File: config.mk
export PLATFORM = sky130hd
export DESIGN_NAME = io_gpio_ctrl
export DESIGN_NICKNAME = d
export VERILOG_FILES = /design/src/rtl/io_gpio_ctrl.sv
export SDC_FILE = /design/constraint.sdc
export NUM_CORES = 1
export LEC_CHECK = 0
export ABC_AREA = 1
export CORE_MARGIN = 3
export CORE_UTILIZATION = 43
export DETAILED_ROUTE_END_ITERATION = 12
export GPL_ROUTABILITY_DRIVEN = 0
export GPL_TIMING_DRIVEN = 0
export PLACE_DENSITY = 0.83
export SLEW_MARGIN = 25
export SYNTH_ARGS = -nofsm -noshare
export SYNTH_HDL_FRONTEND = slang
export SYNTH_SLANG_ARGS = --single-unit
File: constraint.sdc
create_clock -name clk -period 2.68 [get_ports clk]
set_input_delay 0.67 -clock clk [delete_from_list [all_inputs] [get_ports clk]]
set_output_delay 0.67 -clock clk [all_outputs]
set_load 0.01 [all_outputs]
File: src/rtl/io_gpio_ctrl.sv
// io_gpio_ctrl: memory-mapped GPIO block with debounced push buttons,
// sticky rising-edge flags with a level interrupt, and LED outputs with
// set/clear aliases.
//
// Optional feature: define IO_GPIO_BLINK_EN to add a BLINK_MASK/BLINK_DIV
// pair and a 16-bit prescaler. The prescaler blanks the masked LEDs during
// the low half of the blink phase. Without the macro those registers read 0,
// ignore writes and generate no logic.
//
// Register window (64 bytes at BASE_ADDR, word offsets):
//   0x00 BTN_IN (RO)   0x04 BTN_EDGE (RW1C)  0x08 IRQ_EN (RW)  0x0C LED_OUT (RW)
//   0x10 LED_SET (WO)  0x14 LED_CLR (WO)     0x18 BLINK_MASK   0x1C BLINK_DIV[15:0]
module io_gpio_ctrl #(
  parameter int          NUM_BTN         = 4,
  parameter int          NUM_LED         = 4,
  parameter int          DEBOUNCE_CYCLES = 16,
  parameter logic [31:0] BASE_ADDR       = 32'h8000_0000
) (
  input  logic               clk,
  input  logic               reset_n,
  input  logic [31:0]        io_addr,
  input  logic               io_we,
  input  logic [3:0]         io_be,
  input  logic [31:0]        io_wdata,
  output logic [31:0]        io_rdata,
  input  logic [NUM_BTN-1:0] push_keys,
  output logic [NUM_LED-1:0] leds,
  output logic               io_irq
);

  // Word offsets inside the register window.
  localparam logic [3:0] OFS_BTN_IN     = 4'd0;
  localparam logic [3:0] OFS_BTN_EDGE   = 4'd1;
  localparam logic [3:0] OFS_IRQ_EN     = 4'd2;
  localparam logic [3:0] OFS_LED_OUT    = 4'd3;
  localparam logic [3:0] OFS_LED_SET    = 4'd4;
  localparam logic [3:0] OFS_LED_CLR    = 4'd5;
  localparam logic [3:0] OFS_BLINK_MASK = 4'd6;
  localparam logic [3:0] OFS_BLINK_DIV  = 4'd7;

  // The counter only ever holds 0..DEBOUNCE_CYCLES-1: the cycle it would
  // reach DEBOUNCE_CYCLES is the cycle the new level is accepted.
  localparam int               CNT_W    = $clog2(DEBOUNCE_CYCLES + 1);
  localparam logic [CNT_W-1:0] CNT_LAST = CNT_W'(DEBOUNCE_CYCLES - 1);

  // ---------------------------------------------------------------------
  // Bus decode
  // ---------------------------------------------------------------------
  logic        sel;
  logic        wr;
  logic [3:0]  ofs;
  logic [31:0] be_mask;
  logic [31:0] wbits;

  assign sel     = (io_addr[31:6] == BASE_ADDR[31:6]);
  assign ofs     = io_addr[5:2];
  assign wr      = io_we & sel;
  assign be_mask = {{8{io_be[3]}}, {8{io_be[2]}}, {8{io_be[1]}}, {8{io_be[0]}}};
  assign wbits   = io_wdata & be_mask;

  // Byte-lane bits beyond the implemented register widths are dropped on
  // purpose; the address LSBs select nothing in a word-wide window.
  logic unused_bits;
  assign unused_bits = ^{io_addr[1:0], wbits};

  // ---------------------------------------------------------------------
  // Button synchroniser and debounce
  // ---------------------------------------------------------------------
  logic [NUM_BTN-1:0] sync1;
  logic [NUM_BTN-1:0] sync2;
  logic [NUM_BTN-1:0] deb;
  logic [NUM_BTN-1:0] deb_next;
  logic [NUM_BTN-1:0] rise;
  logic [CNT_W-1:0]   cnt [NUM_BTN];

  // Two-flop synchroniser on the raw asynchronous button levels.
  always_ff @(posedge clk or negedge reset_n) begin
    if (!reset_n) begin
      sync1 <= '0;
      sync2 <= '0;
    end else begin
      // NOTE: non-blocking assignments make sync2 take the old sync1, which
      // is what gives two real flop stages instead of one.
      sync1 <= push_keys;
      sync2 <= sync1;
    end
  end

  // Accept the synchronised level once it has differed for DEBOUNCE_CYCLES.
  always_comb begin
    // NOTE: every always_comb output gets a default first so no path leaves
    // it unassigned, which would otherwise infer a latch.
    deb_next = deb;
    for (int i = 0; i < NUM_BTN; i++) begin
      if ((sync2[i] != deb[i]) && (cnt[i] == CNT_LAST)) begin
        deb_next[i] = sync2[i];
      end
    end
  end

  assign rise = deb_next & ~deb;

  // Per-button stability counters and debounced levels.
  always_ff @(posedge clk or negedge reset_n) begin
    if (!reset_n) begin
      // NOTE: the counter array is reset explicitly; a partial count must
      // not survive reset, so it cannot be left as an unreset memory.
      for (int i = 0; i < NUM_BTN; i++) begin
        cnt[i] <= '0;
      end
      deb <= '0;
    end else begin
      for (int i = 0; i < NUM_BTN; i++) begin
        if ((sync2[i] == deb[i]) || (cnt[i] == CNT_LAST)) begin
          cnt[i] <= '0;
        end else begin
          cnt[i] <= cnt[i] + 1'b1;
        end
      end
      deb <= deb_next;
    end
  end

  // ---------------------------------------------------------------------
  // Edge flags, interrupt enable and LED register
  // ---------------------------------------------------------------------
  logic [NUM_BTN-1:0] btn_edge;
  logic [NUM_BTN-1:0] edge_clr;
  logic [NUM_BTN-1:0] irq_en;
  logic [NUM_LED-1:0] led_out;

  // Write-one-to-clear mask for this cycle's BTN_EDGE write.
  always_comb begin
    edge_clr = '0;
    if (wr && (ofs == OFS_BTN_EDGE)) begin
      edge_clr = wbits[NUM_BTN-1:0];
    end
  end

  // Sticky rising-edge flags; a new edge wins over a coincident clear.
  always_ff @(posedge clk or negedge reset_n) begin
    if (!reset_n) begin
      btn_edge <= '0;
    end else begin
      btn_edge <= (btn_edge & ~edge_clr) | rise;
    end
  end

  // Interrupt enable register, byte-lane masked.
  always_ff @(posedge clk or negedge reset_n) begin
    if (!reset_n) begin
      irq_en <= '0;
    end else if (wr && (ofs == OFS_IRQ_EN)) begin
      irq_en <= (irq_en & ~be_mask[NUM_BTN-1:0]) | wbits[NUM_BTN-1:0];
    end
  end

  // LED register with direct, set and clear write ports.
  always_ff @(posedge clk or negedge reset_n) begin
    if (!reset_n) begin
      led_out <= '0;
    end else if (wr) begin
      case (ofs)
        OFS_LED_OUT: led_out <= (led_out & ~be_mask[NUM_LED-1:0]) | wbits[NUM_LED-1:0];
        OFS_LED_SET: led_out <= led_out | wbits[NUM_LED-1:0];
        OFS_LED_CLR: led_out <= led_out & ~wbits[NUM_LED-1:0];
        default:     led_out <= led_out;
      endcase
    end
  end

  // Interrupt is a pure function of registered state.
  assign io_irq = |(btn_edge & irq_en);

  // ---------------------------------------------------------------------
  // Optional blink prescaler
  // ---------------------------------------------------------------------
`ifdef IO_GPIO_BLINK_EN
  logic [NUM_LED-1:0] blink_mask;
  logic [15:0]        blink_div;
  logic [15:0]        presc;
  logic               phase;

  // Blink configuration registers, byte-lane masked.
  always_ff @(posedge clk or negedge reset_n) begin
    if (!reset_n) begin
      blink_mask <= '0;
      blink_div  <= '0;
    end else if (wr) begin
      if (ofs == OFS_BLINK_MASK) begin
        blink_mask <= (blink_mask & ~be_mask[NUM_LED-1:0]) | wbits[NUM_LED-1:0];
      end
      if (ofs == OFS_BLINK_DIV) begin
        blink_div <= (blink_div & ~be_mask[15:0]) | wbits[15:0];
      end
    end
  end

  // Prescaler counts 0..blink_div and flips the phase on wrap; a zero
  // divider parks the phase high so masked LEDs simply follow LED_OUT.
  always_ff @(posedge clk or negedge reset_n) begin
    if (!reset_n) begin
      presc <= '0;
      phase <= 1'b0;
    end else if (blink_div == 16'd0) begin
      presc <= '0;
      phase <= 1'b1;
    end else if (presc >= blink_div) begin
      presc <= '0;
      phase <= ~phase;
    end else begin
      presc <= presc + 16'd1;
    end
  end

  assign leds = led_out & ~(blink_mask & ~{NUM_LED{phase}});
`else
  assign leds = led_out;
`endif

  // ---------------------------------------------------------------------
  // Read path
  // ---------------------------------------------------------------------
  logic [31:0] rd_val;

  // Read multiplexer; write-only and unmapped offsets return zero.
  always_comb begin
    rd_val = '0;
    case (ofs)
      OFS_BTN_IN:     rd_val[NUM_BTN-1:0] = deb;
      OFS_BTN_EDGE:   rd_val[NUM_BTN-1:0] = btn_edge;
      OFS_IRQ_EN:     rd_val[NUM_BTN-1:0] = irq_en;
      OFS_LED_OUT:    rd_val[NUM_LED-1:0] = led_out;
`ifdef IO_GPIO_BLINK_EN
      OFS_BLINK_MASK: rd_val[NUM_LED-1:0] = blink_mask;
      OFS_BLINK_DIV:  rd_val[15:0]        = blink_div;
`else
      OFS_BLINK_MASK, OFS_BLINK_DIV: rd_val = '0;
`endif
      OFS_LED_SET, OFS_LED_CLR: rd_val = '0;
      default:        rd_val = '0;
    endcase
  end

  // Registered read data, presented one clock after the address.
  always_ff @(posedge clk or negedge reset_n) begin
    if (!reset_n) begin
      io_rdata <= '0;
    end else begin
      io_rdata <= sel ? rd_val : 32'd0;
    end
  end

endmodule
==> metrics.md <==
| Metric | Value |
|---|---|
| CTS sink count | `48` |
| CTS clk-pin slew, worst paths | `0.09 ns` |
| Vias/cell | `4.69` |
| Via count | `2389` |
| CP endpoint kind | `primary output` |
| CTS tree | `done` |
| Cell Area, Synth | `2760 sq um` |
| Synth async-reset ratio | `1.00` |
| Fin crit share | `0.865` |
| Sequential fraction of the synthesis area | `0.436` |
| Post-CTS sizing | `0` |
| Port bufs | `49` |
| Flop2flop setup slack | `0.99 ns` |
| Final ANT Viol Nets | `0` |
| WL/cell | `11.2 microns` |
| Relative slew slack | `0.574` |
| Final std cells w/o fill | `509` |
| Total power | `1.40 mW` |
| Flops & latches, synth | `48` |
| Antenna diodes | `0` |
| YS warnings | `0` |
| Hold Vio Cnt, Final | `0` |
| Crit Path Max Fanout | `2` |
| Pin count of the biggest net entering global routing | `33` |
| Maxcap violations | `0` |
| Adder-cell share of the synthesized area | `0.0363` |
| Post-Synthesis Cells | `349` |
| Max Freq | `0.431 GHz` |
| Simple-gate area share of the yosys netlist | `0.330` |
| Clk_lat worst skew | `0.31 ns` |
| Worst path top cell family by delay | `buffers and inverters` |
| Origin of the critical flop-to-flop path | `cnt[10]` |
| First-pass GRT wire length | `9.50 mm` |
| Final worst slack | `0.361 ns` |
| RSZ-0062 raised after global routing | `no` |
| Root buffer cell | `clkbuf_8` |
| GR Util All Layers | `0.160` |
| Arrival time worst endpoint | `1.65 ns` |
| Layout cells sized above 1 | `0.145` |
| Max Clock Skew | `0.00796 ns` |
| Die area | `7410 sq um` |
| Most common cell in the netlist | `nand2_1` |
| Status | `finished clean` |
| Final min period | `2.32 ns` |
| Layout net count | `516` |
| WS Path Type | `reg2out` |
| Setup repair bufs after CTS | `0` |
| CTS buffer count | `5` |
| I/O pins | `112` |
| Area added between synthesis and finish | `28.6%` |
| Slowest cell on the critical path | `clkdlybuf4s50_1` |
| Remaining Overflow, GRT | `0` |
| Critical path startpoint category | `flop` |
| # rows | `28` |
| Worst VDD drop | `0.256 mV` |
| Area fraction of the dominant cell type after synthesis | `0.436` |
| Initial core utilization | `0.455` |
| Worst-margin pin slew | `0.632 ns` |
| Die W | `86.1 microns` |
| DR pass1 iterations | `4` |
| Synth area leader | `dfrtp_1` |
| Placed cell count | `501` |
| Final Slew Violations | `0` |
| Critical path depth | `5` |
| Synth Flop Type | `dfrtp_1` |
| Hold crit path type | `in2async` |
| Largest family of logic cells by synthesized area | `simple AND/OR/NAND/NOR gates` |
| Die height | `86.1 microns` |
| Dpl hpwl | `4.57 mm` |
| P_leak | `1.70 nW` |
| End of the critical path | `io_irq` |
| Reg2reg end | `cnt[12]` |
| Power Density | `394 nW/um^2` |
| Req. time, crit path | `2.01 ns` |
| DRC | `0` |
| Mean area per synthesized cell | `7.90 sq um` |
| H-tree depth | `2` |
| Pre-CTS setup slack | `0.546 ns` |
| CTS Buffer Depth | `2` |
| Initial antenna violation count | `0` |
| Worst-path cell chain | `inv_1 -> o22ai_1 -> a21oi_1 -> o21ai_0 -> clkdlybuf4s50_1` |
| Core ar. | `6060 sq um` |
| Setup-failing EPs final | `0` |
| Worst path bufs/invs | `2` |
| Synth Area in Compound Gates | `0.0454` |
| Post-synthesis mux area share | `0` |
| Post-CTS Hold Buffers | `0` |
| Reg2Reg Depth | `7` |
| Largest stage delay, worst path | `0.58 ns` |
| Routed wire length | `5.72 mm` |
| Post-synthesis xor/xnor area fraction | `0.0127` |
| Largest cells by area after synthesis | `dfrtp_1 44%, nand2_1 9.7%, nor2_1 8.4%, buf_4 7.6%, inv_1 5.2%` |
| Netlist cell types | `29` |
| Top cells by count, synth | `71 x nand2_1, 62 x nor2_1, 48 x dfrtp_1` |
| DRT iter0 DRCs | `167` |
| EDFF count, synth | `0` |
| Number of global-route vias before repair | `2178` |
-- kinds of logic (layout without fill, tap and decap cells) --
group,count (synthesis),in the layout
simple gates,192,192
buf+inv,73,131
flops,48,48
compound gates,23,23
fa+ha+maj,8,8
xor+xnor,4,4
other cells,1,28
-- state kept, by name, summed over array words and instances (netlist names), named ones only --
name / flops
deb: 4
btn_edge: 4
leds: 4
io_rdata: 4
sync2: 4
cnt: 20
sync1: 4
-- layout by cell type (no fill, tap or decap) --
| master | count |
|---|---|
| nand3_2 | 4 |
| o21ai_0 | 9 |
| nor3_2 | 1 |
| and3_1 | 1 |
| a21oi_1 | 5 |
| nor3b_1 | 4 |
| clkinv_2 | 2 |
| clkdlybuf4s50_1 | 48 |
| clkbuf_1 | 1 |
| nand2_1 | 71 |
| o22ai_1 | 8 |
| nand2_4 | 1 |
| or2_0 | 1 |
| buf_12 | 1 |
| xor2_1 | 4 |
| nor2_2 | 5 |
| nor2_1 | 62 |
| conb_1 | 28 |
| inv_2 | 5 |
| and2_0 | 1 |
| nor2_8 | 1 |
| ha_1 | 8 |
| nand3_1 | 25 |
| nand3_4 | 1 |
| clkinv_4 | 1 |
| nand4_1 | 8 |
| buf_4 | 28 |
| nand2_2 | 2 |
| nor2_4 | 4 |
| inv_1 | 38 |
| o21ai_1 | 1 |
| clkbuf_8 | 5 |
| dfrtp_1 | 48 |
| buf_2 | 2 |
-- where the power goes --
group	total [mW]	switching [mW]	internal, mW
sequential	0.757	0.0128	0.744
combinational	0.216	0.108	0.108
clock	0.426	0.244	0.182
total	1.40	0.364	1.03
-- per-stage QoR --
stage                     instance area [sq um]  utilization  TNS (ns)  hold slack [ns]
after CTS                                  3540        0.585         0            0.292
final                                      3540        0.585         0            0.287
after global placement                     3440        0.568    -15.23            0.333
after detailed placement                   3460        0.570         0            0.335
after global routing                       3540        0.585         0            0.317
after floorplan                            2860            -         0            0.331
-- worst register-to-register path, cell delays in order, from the launching register on --
cell	delay, ns
dfrtp_1	0.41
ha_1	0.22
nand2_1	0.09
nor2_1	0.04
ha_1	0.20
a21oi_1	0.12
o21ai_0	0.25
nor3b_1	0.27
-- final cells by class --
cell class | instances | area (sq um)
Buffer | 30 | 219
Clock inverter | 3 | 18.8
Clock buffer | 5 | 68.8
Inverter | 43 | 161
Fill cell | 524 | 2520
Tap cell | 75 | 93.8
Sequential cell | 48 | 1200
Timing Repair Buffer | 50 | 505
Multi-Input combinational cell | 255 | 1280
-- worst min-delay path by stage --
| stage | cells past startpoint | slack (ns) | start | endpoint |
|---|---|---|---|---|
| final | 1 | 0.29 | reset_n | deb[2] |
| after global routing | 1 | 0.32 | reset_n | cnt[6] |
| after CTS | 1 | 0.29 | reset_n | deb[2] |
| after detailed placement | 0 | 0.33 | sync1[3] | sync2[3] |
| after global placement | 0 | 0.33 | sync1[1] | sync2[1] |
| after floorplan | 0 | 0.33 | sync1[0] | sync2[0] |
-- layer usage --
| metal | track usage | part of all wire |
|---|---|---|
| met1 | 0.188 | 0.39 |
| met2 | 0.282 | 0.51 |
| met3 | 0.0317 | 0.080 |
| met4 | 0.0691 | 0.016 |
| met5 | 0 | 0 |
Note: power is estimated with default switching activity, not from simulation.
